### config.mk
export PLATFORM = sky130hd
export DESIGN_NAME = qa_driver_mmio_rsp_arb
export DESIGN_NICKNAME = d
export VERILOG_FILES = /design/src/rtl/qa_driver_mmio_rsp_arb.sv
export SDC_FILE = /design/constraint.sdc
export NUM_CORES = 1
export LEC_CHECK = 0
export CAP_MARGIN = 30
export CORE_UTILIZATION = 44
export CTS_BUF_LIST = sky130_fd_sc_hd__clkbuf_8 sky130_fd_sc_hd__clkbuf_16
export DETAILED_ROUTE_END_ITERATION = 8
export PLACE_DENSITY = 0.75
export SLEW_MARGIN = 0
export SYNTH_ARGS = -nofsm -noshare
export SYNTH_HDL_FRONTEND = slang
export SYNTH_SLANG_ARGS = --single-unit
### constraint.sdc
create_clock -name clk -period 16.95 [get_ports clk]
set_input_delay 4.2375 -clock clk [delete_from_list [all_inputs] [get_ports clk]]
set_output_delay 4.2375 -clock clk [all_outputs]
set_load 0.02 [all_outputs]
### src/rtl/qa_driver_mmio_rsp_arb.sv
// Round-robin arbiter sharing the MMIO read-response channel among N_REQ producers.
// Each producer owns a one-entry slot; overflow on a busy, ungranted slot is dropped and counted.
module qa_driver_mmio_rsp_arb #(
  parameter int N_REQ      = 4,
  parameter int TID_WIDTH  = 9,
  parameter int DATA_WIDTH = 64
) (
  input  logic                                  clk,
  input  logic                                  reset,
  input  logic [N_REQ-1:0]                      req_valid,
  input  logic [N_REQ-1:0][TID_WIDTH-1:0]       req_tid,
  input  logic [N_REQ-1:0][DATA_WIDTH-1:0]      req_data,
  output logic [N_REQ-1:0]                      req_full,
  output logic                                  rsp_valid,
  output logic [TID_WIDTH-1:0]                  rsp_tid,
  output logic [DATA_WIDTH-1:0]                 rsp_data,
  output logic                                  drop_err,
  output logic [15:0]                           drop_count
);

  localparam int IDX_W = $clog2(N_REQ);
  localparam int CNT_W = $clog2(N_REQ + 1);

  logic [N_REQ-1:0]      slot_full;
  logic [TID_WIDTH-1:0]  slot_tid  [N_REQ];
  logic [DATA_WIDTH-1:0] slot_data [N_REQ];
  logic [IDX_W-1:0]      last_grant;

  logic                  grant_vld;
  logic [IDX_W-1:0]      grant_idx;
  logic [N_REQ-1:0]      grant_oh;
  logic [N_REQ-1:0]      accept;
  logic [N_REQ-1:0]      drop;
  logic [CNT_W-1:0]      drop_num;
  logic [16:0]           drop_sum;

  // Search upward from the slot after the last winner, wrapping at N_REQ.
  always_comb begin
    int p;
    p         = 0;
    grant_vld = 1'b0;
    grant_idx = '0;
    for (int k = 1; k <= N_REQ; k++) begin
      p = int'(last_grant) + k;
      if (p >= N_REQ) p = p - N_REQ;
      if (!grant_vld && slot_full[IDX_W'(p)]) begin
        grant_vld = 1'b1;
        grant_idx = IDX_W'(p);
      end
    end
  end

  always_comb begin
    grant_oh = '0;
    if (grant_vld) grant_oh[grant_idx] = 1'b1;
  end

  // A slot being drained this cycle can be refilled in the same edge.
  assign accept = req_valid & (~slot_full | grant_oh);
  assign drop   = req_valid & slot_full & ~grant_oh;

  always_comb begin
    drop_num = '0;
    for (int i = 0; i < N_REQ; i++) begin
      drop_num = drop_num + CNT_W'(drop[i]);
    end
    drop_sum = {1'b0, drop_count} + 17'(drop_num);
  end

  always_ff @(posedge clk) begin
    if (reset) begin
      slot_full  <= '0;
      last_grant <= IDX_W'(N_REQ - 1);
      rsp_valid  <= 1'b0;
      rsp_tid    <= '0;
      rsp_data   <= '0;
      drop_err   <= 1'b0;
      drop_count <= '0;
    end else begin
      for (int i = 0; i < N_REQ; i++) begin
        if (accept[i])        slot_full[i] <= 1'b1;
        else if (grant_oh[i]) slot_full[i] <= 1'b0;
      end
      rsp_valid <= grant_vld;
      if (grant_vld) begin
        rsp_tid    <= slot_tid[grant_idx];
        rsp_data   <= slot_data[grant_idx];
        last_grant <= grant_idx;
      end
      if (|drop) drop_err <= 1'b1;
      drop_count <= drop_sum[16] ? 16'hFFFF : drop_sum[15:0];
    end
  end

  // Payload needs no reset: it is only observed behind slot_full.
  always_ff @(posedge clk) begin
    for (int i = 0; i < N_REQ; i++) begin
      if (!reset && accept[i]) begin
        slot_tid[i]  <= req_tid[i];
        slot_data[i] <= req_data[i];
      end
    end
  end

  assign req_full = slot_full;

endmodule

==> run summary, run 1 <==
STA
- **sum of negative setup slack** 0 ns
- **Max-slew headroom** 34.72%
- **setup repair after global routing missed its margin** no
- **final hold viol count** 0
- **share of the clock period used by the worst path** 42.73%
- **Slew Limit Fails** 0
- **maximum achievable frequency** 0.1381 GHz
- **worst clock skew** 0.01496 ns
- **final worst path period need** 7.242 ns
- **setup-violating endpoint count in the final report** 0
- **Slew @ Worst Pin** 0.9792 ns
- **final hold slack** 0.4639 ns

Clock tree
- **H-Tree Level Count** 2
- **quantity of hold-fixing buffers added after cts** 0
- **root cell of the clock tree** clkbuf_16
- **Post CTS Setup Buffer Count** 0
- **clock tree from TritonCTS** built
- **Inserted Clock Buffers** 42
- **clock buffer depth** 3
- **number of clock sinks** 389
- **clock network latency to the later pin of the worst-skew pair** 0.53 ns
- **number of gates resized after cts** 0
- **clock edge transition at the registers on the reported setup and hold paths** 0.06 ns

Critical path
- **data arrival time of the critical path** 7.68 ns
- **Critical-path top delay cell** clkdlybuf4s50_1
- **worst path cell trace** clkdlybuf4s50_1 -> nand2_1 -> fa_1 -> fa_1 -> inv_1 -> fa_1 -> nand3_1 -> nor4_2 -> nand2b_1 -> and3_1 -> nor3_1
- **CP dominant cell by count** fa_1
- **WP data required** 17.39 ns
- **WS Path Type** in2reg
- **element type at the critical path start** primary input
- **CP Buf/Inv Count** 2
- **launch instance of the worst register-to-register path** req_full[3]
- **Worst path max stage delay** 0.52 ns
- **logic depth of the worst register-to-register path** 13
- **critical path fanouts, max** 14
- **critical register-to-register path endpoint** drop_count[15]
- **endpoint type of the worst setup path** register
- **family of cells with the greatest summed delay on the critical path** simple AND/OR/NAND/NOR gates
- **FF-to-FF setup slack** 12.51 ns

Logic synthesis
- **Post-synth EDFFs** 292
- **Avg Cell Area, Syn** 15.75 um^2
- **compound-cell area share of the yosys netlist** 6.632%
- **Seq cells post-synth** 389
- **simple-gate portion of the synthesized area** 5.656%
- **post-synth net total** 1222
- **adder-cell share of the synthesized area** 0.5009%
- **number of standard cells after synthesis** 920
- **Distinct cells, synth** 40
- **Warnings, synthesis** 0
- **sequential area share after synthesis** 73.92%
- **largest family of logic cells by synthesized area** multiplexers
- **Post-synth top flop** edfxtp_1
- **mux share of post-synthesis cell area** 10.09%
- **share of async-settable or async-resettable flops after synthesis** 0%
- **cell area after synthesis** 14490 um^2
- **synthesized-area fraction occupied by xor and xnor cells** 0.6649%

Power and ir drop
- **internal power** 1.831 mW
- **proportion of power drawn by the clock network** 37.0%
- **part of the power in combinational logic** 16.6%
- **final total power** 2.431 mW
- **fraction of power spent switching nets** 24.69%
- **Seq pwr share** 46.4%
- **maximum ir drop on the vdd rail** 0.00008215 V
- **net load switching power** 0.6001 mW
- **cell area power density** 120.1 nW/um^2
- **static power due to leakage** 7.204 nW

Route
- **number of violations reported at the end of detailed-routing iteration 0** 507
- **Avg WL per Cell** 20.99 um
- **DRT antenna net count** 0
- **via/cell ratio** 5.201
- **post-route DRC violation count** 0
- **total wire length after detailed routing** 37690 um
- **via count of the routed design** 9341
- **detailed-routing iteration count for the pre-antenna-repair pass** 5

GRT
- **GR Overflow Total** 0
- **total routing usage reported by global routing** 21.96%
- **maximum number of pins on one net before global-route repair** 75
- **vias in the first global route** 9639
- **initial antenna violation count** 3
- **global-route wire length before repair** 55480 um

Worst hold path
- **worst min path class** reg2reg
- **worst hold path endpoint** rsp_data[31]
- **origin of the worst min-delay path** rsp_data[31]
- **Min-Delay Path Depth** 1

Final layout
- **Layout Cell Area excl Fill** 20240 um^2
- **P&R area growth vs syn** 39.72%
- **ratio of cells with drive above 1 in the final layout** 6.509%
- **Final Util** 62.38%
- **net total in the final layout** 1620

Floorplanning
- **die width** 183.5 um
- **row count** 66
- **initial cell density of the core** 44.64%
- **CORE AREA** 32450 um^2
- **I/O pin total** 393
- **die area** 33660 um^2
- **vertical extent of the die** 183.5 um

Outcome
- **outcome** finished, final reports clean

Place
- **detailed placer's ending HPWL** 23950 um
- **Routability Congestion** 0.7823
- **dpl cell area** 18830 um^2
- **IO Port Bufs** 392

Run
- **total of max-cap violations** 0

[final cells by class]
class,instances,area (um^2)
Antenna cell,2,5.005
Clock buffer,49,1159
Clock inverter,29,224.0
Fill cell,2406,12210
Inverter,10,37.54
Multi-Input combinational cell,467,3472
Sequential cell,389,10710
Tap cell,442,553.0
Timing Repair Buffer,408,4084
[cell usage after synthesis (6+ instances only)]
library cell	count	area, um^2
edfxtp_1	292	8768
nand2_1	154	578.1
mux2i_1	146	1461
dfxtp_1	97	1942
a32o_1	73	730.7
a21oi_1	22	110.1
clkbuf_1	19	71.32
buf_6	14	157.7
buf_2	12	60.06
inv_1	10	37.54
buf_1	7	26.28
nand3_1	6	30.03
nor2_1	6	22.52
nor3b_1	6	45.04
xnor2_1	6	52.55
[worst max-delay path by stage]
stage	startpoint	slack, ns	endpoint	cells past startpoint
global placement	req_valid[0]	9.33	drop_count[13]	11
detailed placement	req_valid[0]	9.18	drop_count[13]	11
floorplan	reset	6.35	slot_data[2][0]	3
CTS	req_valid[0]	9.69	drop_count[15]	11
finish	req_valid[0]	9.71	drop_count[15]	11
global route	req_valid[2]	9.49	drop_count[15]	11
[routing by layer]
metal  track usage [%]  part of all wire (%)  vias up
li1                  -                     -     4304
met1             25.39                    37     4596
met2             38.44                    51      370
met3             7.330                   9.0       69
met4             6.633                   2.4        2
met5                 0                 0.032        -
[cell usage in the layout, fill, tap and decap left out, types with 2 or more instances in the layout]
cell type,synthesis,layout
a21oi_1,22,22
a32o_1,73,73
and3_1,3,2
buf_16,0,2
buf_4,2,14
bufinv_16,0,3
clkbuf_16,0,43
clkbuf_8,0,6
clkdlybuf4s50_1,0,392
clkinv_1,0,7
clkinv_2,0,5
dfxtp_1,97,97
diode_2,0,2
edfxtp_1,292,292
fa_1,3,3
inv_1,10,20
inv_6,0,2
mux2i_1,146,146
nand2_1,154,154
nand2b_1,3,3
nand3_1,6,5
nand4_1,3,3
nor2_1,6,5
nor2b_1,4,3
nor3_1,4,4
nor3b_1,6,2
nor3b_2,0,4
o211ai_1,3,3
o21ai_0,5,5
xnor2_1,6,6
xor2_1,5,5
[metrics by stage]
step,setup WS [ns],cells
after floorplan,6.346,920
after global placement,9.334,1714
after detailed placement,9.179,1715
after CTS,9.689,1793
after global routing,9.494,1796
final,9.708,1796
[power groups by stage]
stage,clock (mW),sequential (mW),combinational (mW)
2_1_floorplan,0,1.19,0.173
4_1_cts,0.917,1.13,0.406
3_5_place_dp,0,1.15,0.404
6_report,0.898,1.13,0.403
3_3_place_gp,0,1.14,0.394
5_1_grt,0.960,1.14,0.432
[logic make-up after synthesis]
family | Yosys count
flops | 389
fa+ha+maj | 4
simple gates | 194
buf+inv | 64
xor+xnor | 11
mux | 146
compound gates | 112
[flip-flops by register name (all words and copies together) (netlist names)]
signal / flops
rsp_data: 64
last_grant: 2
rsp_tid: 9
drop_count: 16
rsp_valid: 1
slot_data: 256
slot_tid: 36
req_full: 4
drop_err: 1
[worst reg2reg max path: stages, from the launching register on]
cell	delay, ns
dfxtp_1	0.40
nor2b_1	0.21
o21ai_0	0.38
and3_4	0.54
buf_16	0.30
o211ai_1	0.20
fa_1	0.44
inv_1	0.09
fa_1	0.21
nand3_1	0.19
nor4_2	0.51
nand2b_1	0.41
and3_1	0.31
nor3_1	0.17
Power figures use the tool's default switching activity.
==> run 2, diff against run 1 <==
--- a/config.mk
+++ b/config.mk
@@ -9,7 +9,7 @@
 export CORE_UTILIZATION = 44
 export CTS_BUF_LIST = sky130_fd_sc_hd__clkbuf_8 sky130_fd_sc_hd__clkbuf_16
 export DETAILED_ROUTE_END_ITERATION = 8
-export PLACE_DENSITY = 0.75
+export PLACE_DENSITY = 0.78
 export SLEW_MARGIN = 0
 export SYNTH_ARGS = -nofsm -noshare
 export SYNTH_HDL_FRONTEND = slang
==> constraint.sdc (replaced) <==
create_clock -name clk -period 5.95 [get_ports clk]
set_input_delay 1.4875 -clock clk [delete_from_list [all_inputs] [get_ports clk]]
set_output_delay 1.4875 -clock clk [all_outputs]
set_load 0.02 [all_outputs]
==> run 2 against run 1 <==
Against the previous run: via count is essentially flat; critical path depth is the same; sequential share of layout area grew 0.23 points; critical path type unchanged.
==> run summary, run 2 (synthesis results as in run 1) <==
Floorplanning
- **CORE AREA** 32450 um^2, unchanged
- **die width** 183.5 um, unchanged
- **die area** 33660 um^2, unchanged
- **initial cell density of the core** 44.64%, unchanged
- **vertical extent of the die** 183.5 um, unchanged
- **I/O pin total** 393, unchanged
- **row count** 66, unchanged

Place
- **Routability Congestion** 0.8217, was 0.7823
- **detailed placer's ending HPWL** 23940 um, was 23950 um
- **IO Port Bufs** 392, unchanged
- **post-placement worst setup slack** 0.9581 ns, was 9.179 ns

Route
- **number of violations reported at the end of detailed-routing iteration 0** 544, was 507
- **detailed-routing iteration count for the pre-antenna-repair pass** 5, unchanged
- **Avg WL per Cell** 20.72 um, was 20.99 um
- **via count of the routed design** 9345, was 9341
- **DRT antenna net count** 0, unchanged
- **total wire length after detailed routing** 37180 um, was 37690 um
- **post-route DRC violation count** 0, unchanged
- **via/cell ratio** 5.209, was 5.201

Critical path
- **element type at the critical path start** primary input, unchanged
- **logic depth of the worst register-to-register path** 12, was 13
- **critical path fanouts, max** 14, unchanged
- **Critical-path top delay cell** clkdlybuf4s50_1, unchanged
- **WS Path Type** in2reg, unchanged
- **critical register-to-register path endpoint** drop_count[13], was drop_count[15]
- **FF-to-FF setup slack** 1.75 ns, was 12.51 ns
- **CP dominant cell by count** fa_1, unchanged
- **data arrival time of the critical path** 4.91 ns, was 7.68 ns
- **WP data required** 6.39 ns, was 17.39 ns
- **endpoint type of the worst setup path** register, unchanged
- **family of cells with the greatest summed delay on the critical path** simple AND/OR/NAND/NOR gates, unchanged
- **worst path cell trace** clkdlybuf4s50_1 -> nand2_1 -> fa_1 -> fa_1 -> inv_1 -> fa_1 -> nand3_1 -> nor4_2 -> nand2b_1 -> and4_1 -> nor3_1, was clkdlybuf4s50_1 -> nand2_1 -> fa_1 -> fa_1 -> inv_1 -> fa_1 -> nand3_1 -> nor4_2 -> nand2b_1 -> and3_1 -> nor3_1
- **CP Buf/Inv Count** 2, unchanged
- **launch instance of the worst register-to-register path** req_full[3], unchanged
- **Worst path max stage delay** 0.52 ns, about the same

Clock tree
- **clock tree from TritonCTS** built, unchanged
- **clock buffer depth** 3, unchanged
- **Post CTS Setup Buffer Count** 0, unchanged
- **Inserted Clock Buffers** 41, was 42
- **clock edge transition at the registers on the reported setup and hold paths** 0.06 ns, about the same
- **H-Tree Level Count** 2, unchanged
- **number of gates resized after cts** 0, unchanged
- **quantity of hold-fixing buffers added after cts** 0, unchanged
- **clock network latency to the later pin of the worst-skew pair** 0.53 ns, about the same
- **root cell of the clock tree** clkbuf_16, unchanged
- **number of clock sinks** 389, unchanged

STA
- **Slew @ Worst Pin** 1.006 ns, was 0.9792 ns
- **setup repair after global routing missed its margin** no, unchanged
- **Max-slew headroom** 32.93%, was 34.72%
- **final critical-path setup slack** 1.481 ns, was 9.708 ns
- **Slew Limit Fails** 0, unchanged
- **final worst path period need** 4.469 ns
- **setup-violating endpoint count in the final report** 0, unchanged
- **share of the clock period used by the worst path** 75.10%
- **final hold viol count** 0, unchanged
- **maximum achievable frequency** 0.2238 GHz
- **worst clock skew** 0.01654 ns, was 0.01496 ns

Power and ir drop
- **net load switching power** 1.678 mW, was 0.6001 mW
- **maximum ir drop on the vdd rail** 0.0001975 V, was 0.00008215 V
- **cell area power density** 335.1 nW/um^2, was 120.1 nW/um^2
- **part of the power in combinational logic** 17.0%, was 16.6%
- **fraction of power spent switching nets** 24.85%, was 24.69%
- **final total power** 6.753 mW, was 2.431 mW
- **static power due to leakage** 7.186 nW, was 7.204 nW
- **internal power** 5.075 mW, was 1.831 mW
- **Seq pwr share** 47.6%, was 46.4%
- **proportion of power drawn by the clock network** 35.4%, was 37.0%

Final layout
- **P&R area growth vs syn** 39.11%, was 39.72%
- **max reg flops** 256, unchanged
- **most used cells in the layout excluding fill and tap cells** clkdlybuf4s50_1, edfxtp_1, nand2_1, unchanged
- **leading cell type in the layout, fill and taps excluded** clkdlybuf4s50_1, unchanged
- **ratio of cells with drive above 1 in the final layout** 6.292%, was 6.509%
- **Largest regs** slot_data (256), rsp_data (64), slot_tid (36), unchanged
- **net total in the final layout** 1622, was 1620
- **count of fill cells added during filler insertion** 2410, was 2406
- **most flop-heavy register** slot_data, unchanged
- **Final Util** 62.11%, was 62.38%

Worst hold path
- **origin of the worst min-delay path** rsp_data[59], was rsp_data[31]
- **worst min path class** reg2reg, unchanged
- **worst hold path endpoint** rsp_data[59], was rsp_data[31]
- **Min-Delay Path Depth** 1, unchanged

GRT
- **global-route wire length before repair** 55350 um, was 55480 um
- **vias in the first global route** 9819, was 9639
- **initial antenna violation count** 0, was 3
- **total routing usage reported by global routing** 21.79%, was 21.96%
- **maximum number of pins on one net before global-route repair** 77, was 75
- **GR Overflow Total** 0, unchanged

Outcome
- **outcome** finished, final reports clean, unchanged

Run
- **total of max-cap violations** 0, unchanged

-- run 2: cell count changes in the layout (fill, tap and decap cells not counted), sizes merged --
| cell | previous run | this run |
|---|---|---|
| inv | 23 | 28 |
| clkbuf | 49 | 41 |
| diode | 2 | 1 |
| clkinvlp | 1 | 0 |
| buf | 16 | 19 |
-- run 2: area by class of cell --
cell class	count	area, um^2	share of cell area [%]
flip-flops and latches	389	10710	53.14
repair buffers	411	4126	20.47
multi-input cells	467	3472	17.23
clock buffers	41	1026	5.090
well taps	442	553.0	2.744
clock inverters	33	227.7	1.130
inverters	10	37.54	0.1862
diodes	1	2.502	0.01242
-- run 2: stage by stage --
stage / area, um^2 / hold slack [ns] / instances / TNS, ns
after floorplan: 14490 / 0.4704 / 920 / -527.13
after global placement: 18820 / 0.4466 / 1716 / 0
after detailed placement: 18900 / 0.4541 / 1719 / 0
after CTS: 20150 / 0.4673 / 1793 / 0
after global routing: 20150 / 0.4756 / 1793 / 0
final: 20160 / 0.4633 / 1794 / 0
-- run 2: power groups by stage --
stage | Clock, mW | Combinational [mW] | Sequential (mW)
after CTS | 2.44 | 1.16 | 3.22
after global placement | 0 | 1.12 | 3.26
after global routing | 2.55 | 1.22 | 3.23
after detailed placement | 0 | 1.15 | 3.27
after floorplan | 0 | 0.494 | 3.39
final | 2.39 | 1.15 | 3.22
-- run 2: how the worst max path moves through the flow --
stage	start	end	slack (ns)	cells after the start
global route	req_valid[0]	drop_count[13]	1.24	11
detailed placement	req_valid[0]	drop_count[13]	0.96	11
global placement	req_valid[2]	drop_count[13]	1.08	11
CTS	req_valid[0]	drop_count[13]	1.49	11
finish	req_valid[0]	drop_count[13]	1.48	11
floorplan	reset	slot_data[2][0]	-1.90	3
-- run 2: per-layer routing --
layer / share of wire, % / GRT usage, % / up-vias
met1: 37 / 25.03 / 4591
met5: 0 / 0 / -
met3: 9.2 / 6.993 / 67
met2: 51 / 37.94 / 382
li1: - / - / 4305
met4: 2.9 / 7.900 / 0
